--- src/rtl/arp_pkg.sv ---
// Constants, byte offsets and FSM state encoding for ARP frame generation and parsing.
// Offsets are measured from the first byte of the destination MAC address.
package arp_pkg;

    localparam logic [15:0] ETH_TYPE_ARP   = 16'h0806;
    localparam logic [15:0] ARP_HTYPE_ETH  = 16'h0001;
    localparam logic [15:0] ARP_PTYPE_IPV4 = 16'h0800;
    localparam logic [15:0] ARP_OP_REQ     = 16'h0001;
    localparam logic [15:0] ARP_OP_REP     = 16'h0002;

    localparam logic [5:0] OFF_ETYPE     = 6'd12;
    localparam logic [5:0] OFF_OPER      = 6'd20;
    localparam logic [5:0] OFF_SHA       = 6'd22;
    localparam logic [5:0] OFF_SPA       = 6'd28;
    localparam logic [5:0] OFF_TPA       = 6'd38;
    localparam logic [5:0] ARP_FRAME_LEN = 6'd42;

    typedef enum logic [1:0] {
        ST_IDLE    = 2'd0,
        ST_RECV    = 2'd1,
        ST_DISCARD = 2'd2
    } arp_state_t;

    // Fixed header bytes from the ethertype through the opcode of a request.
    function automatic logic [7:0] arp_req_hdr_byte(input logic [5:0] i);
        logic [7:0] b;
        b = 8'h00;
        case (i)
            OFF_ETYPE:          b = ETH_TYPE_ARP[15:8];
            OFF_ETYPE + 6'd1:   b = ETH_TYPE_ARP[7:0];
            OFF_ETYPE + 6'd2:   b = ARP_HTYPE_ETH[15:8];
            OFF_ETYPE + 6'd3:   b = ARP_HTYPE_ETH[7:0];
            OFF_ETYPE + 6'd4:   b = ARP_PTYPE_IPV4[15:8];
            OFF_ETYPE + 6'd5:   b = ARP_PTYPE_IPV4[7:0];
            OFF_ETYPE + 6'd6:   b = 8'h06;
            OFF_ETYPE + 6'd7:   b = 8'h04;
            OFF_OPER:           b = ARP_OP_REQ[15:8];
            OFF_OPER + 6'd1:    b = ARP_OP_REQ[7:0];
            default:            b = 8'h00;
        endcase
        return b;
    endfunction

endpackage

--- src/rtl/arp_request_parser.sv ---
// Validates received ARP requests for LOCAL_IP and captures the requester SHA/SPA.
// Latency: req_valid rises one cycle after the committing eof beat.
// Backpressure: none on rx; a commit while a request is pending is dropped and counted.
module arp_request_parser
    import arp_pkg::*;
#(
    parameter logic [47:0] LOCAL_MAC = 48'h02_12_34_56_78_9A,
    parameter logic [31:0] LOCAL_IP  = {8'd10, 8'd10, 8'd10, 8'd100}
) (
    input  logic        clk,
    input  logic        rst_n,
    input  logic        rx_valid,
    input  logic [7:0]  rx_data,
    input  logic        rx_sof,
    input  logic        rx_eof,
    input  logic        rx_err,
    output logic        req_valid,
    output logic [47:0] req_mac,
    output logic [31:0] req_ip,
    input  logic        req_ack,
    output logic [7:0]  drop_cnt
);

    arp_state_t  state_q, state_d;
    logic [5:0]  idx_q, idx_d;
    logic        bcast_q, bcast_d;
    logic        ucast_q, ucast_d;
    logic [47:0] sha_q, sha_d;
    logic [31:0] spa_q, spa_d;
    logic        req_valid_q, req_valid_d;
    logic [47:0] req_mac_q, req_mac_d;
    logic [31:0] req_ip_q, req_ip_d;
    logic [7:0]  drop_cnt_q, drop_cnt_d;

    logic [5:0]  cur;
    logic [2:0]  mac_sel;
    logic [5:0]  tpa_off;
    logic [1:0]  ip_sel;
    logic [7:0]  mac_byte;
    logic [7:0]  ip_byte;
    logic        bc_hit;
    logic        uc_hit;
    logic        byte_ok;
    logic        active;
    logic        commit;

    // A sof beat is always byte 0, whatever idx held before.
    always_comb begin
        cur      = rx_sof ? 6'd0 : idx_q;
        mac_sel  = 3'd5 - cur[2:0];
        mac_byte = LOCAL_MAC[{mac_sel, 3'b000} +: 8];
        tpa_off  = cur - OFF_TPA;
        ip_sel   = 2'd3 - tpa_off[1:0];
        ip_byte  = LOCAL_IP[{ip_sel, 3'b000} +: 8];
        bc_hit   = ((cur == 6'd0) || bcast_q) && (rx_data == 8'hFF);
        uc_hit   = ((cur == 6'd0) || ucast_q) && (rx_data == mac_byte);
        if (cur < 6'd6) begin
            byte_ok = bc_hit || uc_hit;
        end else if ((cur >= OFF_ETYPE) && (cur < OFF_SHA)) begin
            byte_ok = (rx_data == arp_req_hdr_byte(cur));
        end else if ((cur >= OFF_TPA) && (cur < ARP_FRAME_LEN)) begin
            byte_ok = (rx_data == ip_byte);
        end else begin
            byte_ok = 1'b1;
        end
    end

    always_ff @(posedge clk) begin
        if (!rst_n) begin
            state_q <= ST_IDLE;
        end else begin
            state_q <= state_d;
        end
    end

    always_comb begin
        state_d = state_q;
        if (rx_valid) begin
            if (rx_sof) begin
                if (rx_eof) begin
                    state_d = ST_IDLE;
                end else begin
                    state_d = byte_ok ? ST_RECV : ST_DISCARD;
                end
            end else begin
                case (state_q)
                    ST_RECV: begin
                        if (rx_eof) begin
                            state_d = ST_IDLE;
                        end else if (!byte_ok) begin
                            state_d = ST_DISCARD;
                        end
                    end
                    ST_DISCARD: begin
                        if (rx_eof) begin
                            state_d = ST_IDLE;
                        end
                    end
                    default: state_d = ST_IDLE;
                endcase
            end
        end
    end

    always_comb begin
        active = rx_valid && !rx_sof && (state_q == ST_RECV);
        commit = active && rx_eof && !rx_err && byte_ok
                 && (cur >= ARP_FRAME_LEN - 6'd1);
    end

    always_comb begin
        idx_d       = idx_q;
        bcast_d     = bcast_q;
        ucast_d     = ucast_q;
        sha_d       = sha_q;
        spa_d       = spa_q;
        req_valid_d = req_valid_q;
        req_mac_d   = req_mac_q;
        req_ip_d    = req_ip_q;
        drop_cnt_d  = drop_cnt_q;

        if (rx_valid) begin
            idx_d = (cur == ARP_FRAME_LEN) ? cur : cur + 6'd1;
            if (cur < 6'd6) begin
                bcast_d = bc_hit;
                ucast_d = uc_hit;
            end
        end
        if (active && (cur >= OFF_SHA) && (cur < OFF_SPA)) begin
            sha_d = {sha_q[39:0], rx_data};
        end
        if (active && (cur >= OFF_SPA) && (cur < OFF_SPA + 6'd4)) begin
            spa_d = {spa_q[23:0], rx_data};
        end

        // An ack coinciding with a commit frees the slot for the new request.
        if (commit) begin
            if (!req_valid_q || req_ack) begin
                req_valid_d = 1'b1;
                req_mac_d   = sha_q;
                req_ip_d    = spa_q;
            end else if (drop_cnt_q != 8'hFF) begin
                drop_cnt_d = drop_cnt_q + 8'd1;
            end
        end else if (req_ack) begin
            req_valid_d = 1'b0;
        end
    end

    always_ff @(posedge clk) begin
        if (!rst_n) begin
            idx_q       <= 6'd0;
            bcast_q     <= 1'b0;
            ucast_q     <= 1'b0;
            sha_q       <= 48'd0;
            spa_q       <= 32'd0;
            req_valid_q <= 1'b0;
            req_mac_q   <= 48'd0;
            req_ip_q    <= 32'd0;
            drop_cnt_q  <= 8'd0;
        end else begin
            idx_q       <= idx_d;
            bcast_q     <= bcast_d;
            ucast_q     <= ucast_d;
            sha_q       <= sha_d;
            spa_q       <= spa_d;
            req_valid_q <= req_valid_d;
            req_mac_q   <= req_mac_d;
            req_ip_q    <= req_ip_d;
            drop_cnt_q  <= drop_cnt_d;
        end
    end

    assign req_valid = req_valid_q;
    assign req_mac   = req_mac_q;
    assign req_ip    = req_ip_q;
    assign drop_cnt  = drop_cnt_q;

endmodule
--- config.mk ---
export PLATFORM = sky130hd
export DESIGN_NAME = arp_request_parser
export DESIGN_NICKNAME = d
export VERILOG_FILES = /design/src/rtl/arp_pkg.sv /design/src/rtl/arp_request_parser.sv
export SDC_FILE = /design/constraint.sdc
export NUM_CORES = 1
export LEC_CHECK = 0
export ABC_CLOCK_PERIOD_IN_PS = 7700
export BUFFER_PORTS_ARGS = -buffer_cell sky130_fd_sc_hd__buf_2
export CORE_ASPECT_RATIO = 1.25
export CORE_MARGIN = 2
export CORE_UTILIZATION = 61
export DETAILED_ROUTE_END_ITERATION = 16
export PLACE_DENSITY = 0.84
export SLEW_MARGIN = 0
export SYNTH_ARGS = -nofsm -noshare
export SYNTH_HDL_FRONTEND = slang
export SYNTH_SLANG_ARGS = --single-unit
--- constraint.sdc ---
create_clock -name clk -period 7.7 [get_ports clk]
set_input_delay 0 -clock clk [delete_from_list [all_inputs] [get_ports clk]]
set_output_delay 0 -clock clk [all_outputs]
set_load 0.03 [all_outputs]
Word level (Yosys, flattened, before mapping)
Memory sizes are Yosys's and may differ from the RTL's.
Cells that the tools add are included.
{ "totals": {"elab_cells": 86, "inputBits": 15, "rom_bits": 128, "regBits": 179, "n_memories": 1} }
{ "mem_list": {"columns": ["memory", "words", "word_bits", "read_ports", "rd_clocked_by_memory_dff", "write_ports", "line", "source"], "rows": [
  ["(name not given)", 32, 4, 1, 0, 0, "arp_pkg.sv:28", "case (i)"]
]} }
{ "classes": {"magnitude_cmp": 10, "addsub": 5, "n_eq_ne": 11, "n_mux": 18, "shift": 2, "bitwise": 1, "n_reduce_logical": 28} }
{ "op_table": {"columns": ["operator", "count"], "rows": [
  ["indexed part select 48 x 7 -> 8 bit, first input constant", 1],
  ["indexed part select 32 x 6 -> 8 bit, first input constant", 1],
  ["equality test 8 bit", 3],
  ["2-to-1 mux 8 bit", 3],
  ["logical AND 1 bit", 14],
  [">= comparator 6 x 5 -> 1 bit, second input constant", 2],
  [">= comparator 6 bit, second input constant", 2],
  ["less-than comparator 6 x 5 -> 1 bit, second input constant", 2],
  ["less-than comparator 6 bit, second input constant", 2],
  ["2-to-1 mux 2 bit", 6],
  ["2-to-1 mux 6 bit", 2],
  ["adder 8 x 1 -> 8 bit, second input constant", 1],
  ["equality test 8 bit, second input constant", 1],
  ["inequality test 8 bit, second input constant", 1],
  ["adder 6 x 1 -> 6 bit, second input constant", 1],
  ["equality test 6 bit, second input constant", 1],
  [">= comparator 6 x 4 -> 1 bit, second input constant", 1],
  ["logical NOT 6 bit", 1],
  ["less-than comparator 6 x 3 -> 1 bit, second input constant", 1],
  ["2-to-1 mux 1 bit", 6],
  ["AND reduction 2 bit", 3],
  ["AND reduction 3 bit", 2],
  ["logical OR 1 bit", 4],
  ["inequality test 4 bit, second input constant", 1],
  ["11 further kinds", 13]
]} }

Depth between registers and ports, before layout
{ "logic_depth": {"depth_word": 12, "depth_mapped": 14, "ltp_nobuf": 10} }

Worst setup path before layout
No wires, ideal clock.
{ "synth_timing": {"kind": "input-to-reg", "start": "in rx_sof", "end": "reg state_q[1]", "stages": 12, "required_ps": 7584, "setup_slack_ps": 4699, "path_buffers": 4, "t_arrival_ps": 2884, "path_cell_list": "buf_2 > buf_2 > buf_1 > nor2_1 > ha_1 > clkbuf_1 > or4b_2 > o31ai_1 > o211ai_1 > and3_1 > or4b_2 > o211a_1"} }
{ "synth_between": {"elab_chain_len": 11, "elab_cells_between_ends": 35} }
{ "synth_lines": {"columns": ["element", "line", "source"], "rows": [
  ["from (decl)", "arp_request_parser.sv:14", "input logic rx_sof,"],
  ["2-to-1 mux 6 bit", "arp_request_parser.sv:49", "cur = rx_sof ? 6'd0 : idx_q;"],
  ["subtractor 2 bit or memory read (32 x 4 bit) (tied branches)", null, null],
  ["subtractor 2 bit or 2-to-1 mux 8 bit (tied branches)", "arp_request_parser.sv:53, arp_pkg.sv:28", null],
  ["indexed part select 32 x 6 -> 8 bit or 2-to-1 mux 8 bit (tied branches)", "arp_request_parser.sv:54, arp_request_parser.sv:59", null],
  ["equality test 8 bit or 2-to-1 mux 8 bit (tied branches)", "arp_request_parser.sv:62, arp_request_parser.sv:57", null],
  ["2-to-1 mux 1 bit or equality test 8 bit (tied branches)", "arp_request_parser.sv:61, arp_request_parser.sv:60", null],
  ["2-to-1 mux 1 bit", "arp_request_parser.sv:59", "end else if ((cur >= OFF_ETYPE) && (cur < OFF_SHA)) begin"],
  ["2-to-1 mux 1 bit", "arp_request_parser.sv:57", "if (cur < 6'd6) begin"],
  ["2-to-1 mux 2 bit", "arp_request_parser.sv:83", "state_d = byte_ok ? ST_RECV : ST_DISCARD;"],
  ["2-to-1 mux 2 bit", "arp_request_parser.sv:80", "if (rx_eof) begin"],
  ["2-to-1 mux 2 bit", "arp_request_parser.sv:79", "if (rx_sof) begin"],
  ["to (signal assigned)", "arp_request_parser.sv:72", "state_q <= state_d;"],
  ["to (decl)", "arp_request_parser.sv:24", "arp_state_t state_q, state_d;"]
]} }
Several ways; a longest one is shown, not always the timed one. The select of a mux whose other input is x is not followed.
A chain may end at the register's enable or synchronous reset.

Worst setup path after layout
{ "layout_timing": {"start": "reg idx_q[0]", "end": "reg drop_cnt_q[7], in the netlist drop_cnt[7]"} }
{ "layout_between": {"elab_chain_len": 11, "elab_cells_between_ends": 33} }
{ "layout_lines": {"columns": ["element", "line", "source"], "rows": [
  ["from (decl)", "arp_request_parser.sv:25", "logic [5:0] idx_q, idx_d;"],
  ["from (signal assigned)", "arp_request_parser.sv:162", "idx_q <= idx_d;"],
  ["2-to-1 mux 6 bit (*)", "arp_request_parser.sv:49", null],
  ["subtractor 2 bit or memory read (32 x 4 bit) (tied branches)", null, null],
  ["subtractor 2 bit or 2-to-1 mux 8 bit (tied branches)", "arp_request_parser.sv:53, arp_pkg.sv:28", null],
  ["indexed part select 32 x 6 -> 8 bit or 2-to-1 mux 8 bit (tied branches)", "arp_request_parser.sv:54, arp_request_parser.sv:59", null],
  ["equality test 8 bit or 2-to-1 mux 8 bit (tied branches)", "arp_request_parser.sv:62, arp_request_parser.sv:57", null],
  ["2-to-1 mux 1 bit or equality test 8 bit (tied branches)", "arp_request_parser.sv:61, arp_request_parser.sv:60", null],
  ["2-to-1 mux 1 bit", "arp_request_parser.sv:59", null],
  ["2-to-1 mux 1 bit", "arp_request_parser.sv:57", null],
  ["logical AND 1 bit", "arp_request_parser.sv:107", "commit = active && rx_eof && !rx_err && byte_ok"],
  ["logical AND 1 bit (*)", "arp_request_parser.sv:108", "&& (cur >= ARP_FRAME_LEN - 6'd1);"],
  ["AND reduction 3 bit (no source line) (*)", null, null],
  ["to (signal assigned)", "arp_request_parser.sv:170", "drop_cnt_q <= drop_cnt_d;"],
  ["to (decl)", "arp_request_parser.sv:33", "logic [7:0] drop_cnt_q, drop_cnt_d;"]
]} }
Every way passes the cells marked *; elsewhere a longest branch is shown, timed or not. The select of a mux whose other input is x is not followed.

==> flow_metrics.py <==
metrics = {
    "power": {
        "p_total_mw": 1.85,
        "p_leak_nw": 3.01,
        "ir_worst_vdd_mv": 0.147,
        "p_per_area_mw_per_mm2": 216,
    },
    "clocking": {
        "post_cts_resized": 0,
        "clk_pin_slew_ns": 0.06,
        "cts_max_level": 4,
        "root_buffer": "clkbuf_16",
        "worstSkewPairLatency_ns": 0.43,
        "holdBufCountCts": 12,
        "clkSinkCount": 179,
        "numCtsBuffers": 17,
        "clockBufferDepth": 2,
        "cts_tree": "yes",
        "cts_setup_buffers": 0,
    },
    "routing": {
        "finalWirelength_um": 17900,
        "vias": 6874,
        "avgRoutedWirePerCell_um": 15.4,
        "drt_iter0_drc": 479,
        "ant_nets": 0,
        "viasPerCell": 5.89,
        "drc": 0,
        "firstDrtPassIters": 6,
    },
    "timing": {
        "setup_viol": 0,
        "slew_headroom_pct": 26.0,
        "clock_skew_ns": 0.0208,
        "slew_viol_final": 0,
        "hold_violations": 0,
        "period_share_pct": 52.5,
        "rsz0062_at_grt": "no",
        "fmax_mhz": 247,
        "worstMarginPinSlew_ns": 1.11,
        "fin_ws_ns": 3.66,
        "min_period_ns": 4.04,
        "fin_tns_setup_ns": 0,
    },
    "placed_design": {
        "dp_hpwl_um": 10700,
        "portBuffers": 103,
        "dpl-instance-area_mm2": 0.00782,
        "gp_congestion": 0.895,
        "placed_cells": 1124,
        "pre_cts_ws_ns": 4.08,
    },
    "worst_setup_path": {
        "reg2reg_to": "drop_cnt[7]",
        "cp-end-kind": "flip-flop",
        "crit_chain": "nor2b_1 > and2_1 > ha_1 > nand2_1 > nor2_1 > o21ai_0 > xor2_1 > a41o_2 > buf_4 > nand4b_1 > a21oi_1 > dlygate4sd3_1",
        "critPathMaxStageDelay_ns": 0.59,
        "path_depth": 12,
        "cp_top_family": "buffers and inverters",
        "r2r_start": "idx_q[0]",
        "cp.required_ns": 8.06,
        "arrival_ns": 4.40,
        "reg2regPathDepth": 12,
        "reg2reg_slack_ns": 3.66,
        "critPathMaxFanout": 58,
        "cp_slowest_cell": "buf_4",
        "cp_num_buf_inv": 2,
        "criticalPathCategory": "reg2reg",
        "worst_setup_path_start_kind": "flip-flop",
    },
    "synthesis": {
        "syn_inst": 941,
        "yosysTopAreaCell": "dfxtp_1",
        "synth-seq-cells": 179,
        "synth.most_common_cell": "a21oi_1",
        "synthArstFlopShare_pct": 0,
        "yosys.area.top_type_share_pct": 48.6,
        "syn_nets": 960,
        "netlist_top_cells_count": "a21oi_1 (180), dfxtp_1 (179), nand2_1 (178)",
        "ys.flop_type": "dfxtp_1",
        "yosysUniqueCellTypes": 55,
        "synth_edf_count": 0,
        "yosys_warnings": 0,
        "synth.avg_cell_area_um2": 7.83,
        "netlist_area_mm2": 0.00737,
        "synth_top_cells_by_area": "dfxtp_1 (49%), a21oi_1 (12%), nand2_1 (9.1%)",
        "seq_area_frac_synth_pct": 48.6,
    },
    "finish": {
        "num-nets-final": 1013,
        "diodes": 0,
        "final_cells": 1168,
        "area_growth_pct": 15.7,
        "drive_gt1_share_pct": 15.4,
        "final_cell_area_mm2": 0.00853,
    },
    "floorplanning": {
        "num_rows": 44,
        "core_area_mm2": 0.0117,
        "die_w_um": 102,
        "start_util_pct": 62.9,
        "die_y_um": 127,
        "ios": 104,
        "fp.dieArea_mm2": 0.0130,
    },
    "worst_hold_path": {
        "hold_path_class": "in2reg",
        "min_to": "idx_q[0]",
        "whs_path_depth": 3,
        "worstHoldStart": "rx_sof",
    },
    "global_routing": {
        "grt_usage_pct": 27.9,
        "grt_pass1_vias": 6174,
        "grt_start_max_net_pins": 113,
        "antenna_found_initial": 0,
        "grt-ovfl-total": 0,
        "grt_pass1_wl_um": 29400,
    },
    "status": {
        "status": "finished, final reports clean",
    },
    "run": {
        "cap_violations": 0,
    },
}
[stage by stage]
stage / hold WS (ns) / util (%)
6_report: 0.100 / 72.7
5_1_grt: 0.148 / 72.7
4_1_cts: 0.0964 / 72.7
3_5_place_dp: 0.316 / 66.7
3_3_place_gp: 0.316 / 66.7
2_1_floorplan: 0.122 / -
[cell families after synthesis]
logic type      after synthesis  synth area share [%]
simple gates                346                  22.0
compound gates              305                  22.2
flops                       179                  48.6
buf+inv                      99                  5.47
xor+xnor                      6                 0.713
fa+ha+maj                     4                 0.679
mux                           2                 0.272
[state kept, by name, summed over array words and instances, names as in the netlist]
register   flops
req_mac       48
spa_q         32
req_valid      1
req_ip        32
state_q        2
sha_q         48
idx_q          6
drop_cnt       8
ucast_q        1
bcast_q        1
[tightest hold or removal path: stages]
cell      delay [ns]
buf_2           0.25
inv_1           0.13
a311oi_1        0.09
[worst max path at each step]
stage / startpoint / endpoint / slack (ns)
floorplan: rx_sof / state_q[1] / 4.70
global placement: idx_q[0] / state_q[1] / 4.21
detailed placement: idx_q[0] / state_q[1] / 4.08
CTS: idx_q[0] / drop_cnt[7] / 3.78
global route: idx_q[0] / drop_cnt[7] / 3.40
finish: idx_q[0] / drop_cnt[7] / 3.66
[layout by cell type (no fill, tap or decap), types with 3 or more instances in the layout]
master,netlist,layout
dlygate4sd3_1,0,12
xnor2_1,3,3
dfxtp_1,179,179
buf_4,1,8
nand4_1,6,6
inv_1,10,9
ha_1,4,4
xor2_1,3,3
nand3_1,85,85
nor2b_1,7,7
clkbuf_16,0,17
a311oi_1,4,4
a21oi_1,180,180
and2_1,6,6
o31ai_1,7,7
or4_1,6,6
nand2b_1,8,7
nor4b_1,4,4
o21ai_0,88,88
or3_1,3,3
inv_6,0,4
o22ai_1,4,4
nand2_1,178,178
clkinv_2,0,3
nor2_1,20,18
nor3_1,4,3
buf_2,10,103
[layer usage]
metal  global-route usage (%)  part of all wire [%]
met1                     36.1                    43
met2                     46.1                    50
met5                        0                     0
met4                     10.4                   1.6
met3                     5.34                   5.8
[where the power goes]
part / internal (mW) / switching (mW)
combinational: 0.0181 / 0.0350
clock: 0.492 / 0.372
sequential: 0.927 / 0.00351
total: 1.44 / 0.410
[final cells by class]
class	count	area, um^2
repair buffers	123	696
multi-input cells	663	3420
clock buffers	19	443
well taps	161	201
fillers	945	3200
flip-flops and latches	179	3580
clock inverters	13	145
inverters	10	40.0
Power figures use the tool's default switching activity.
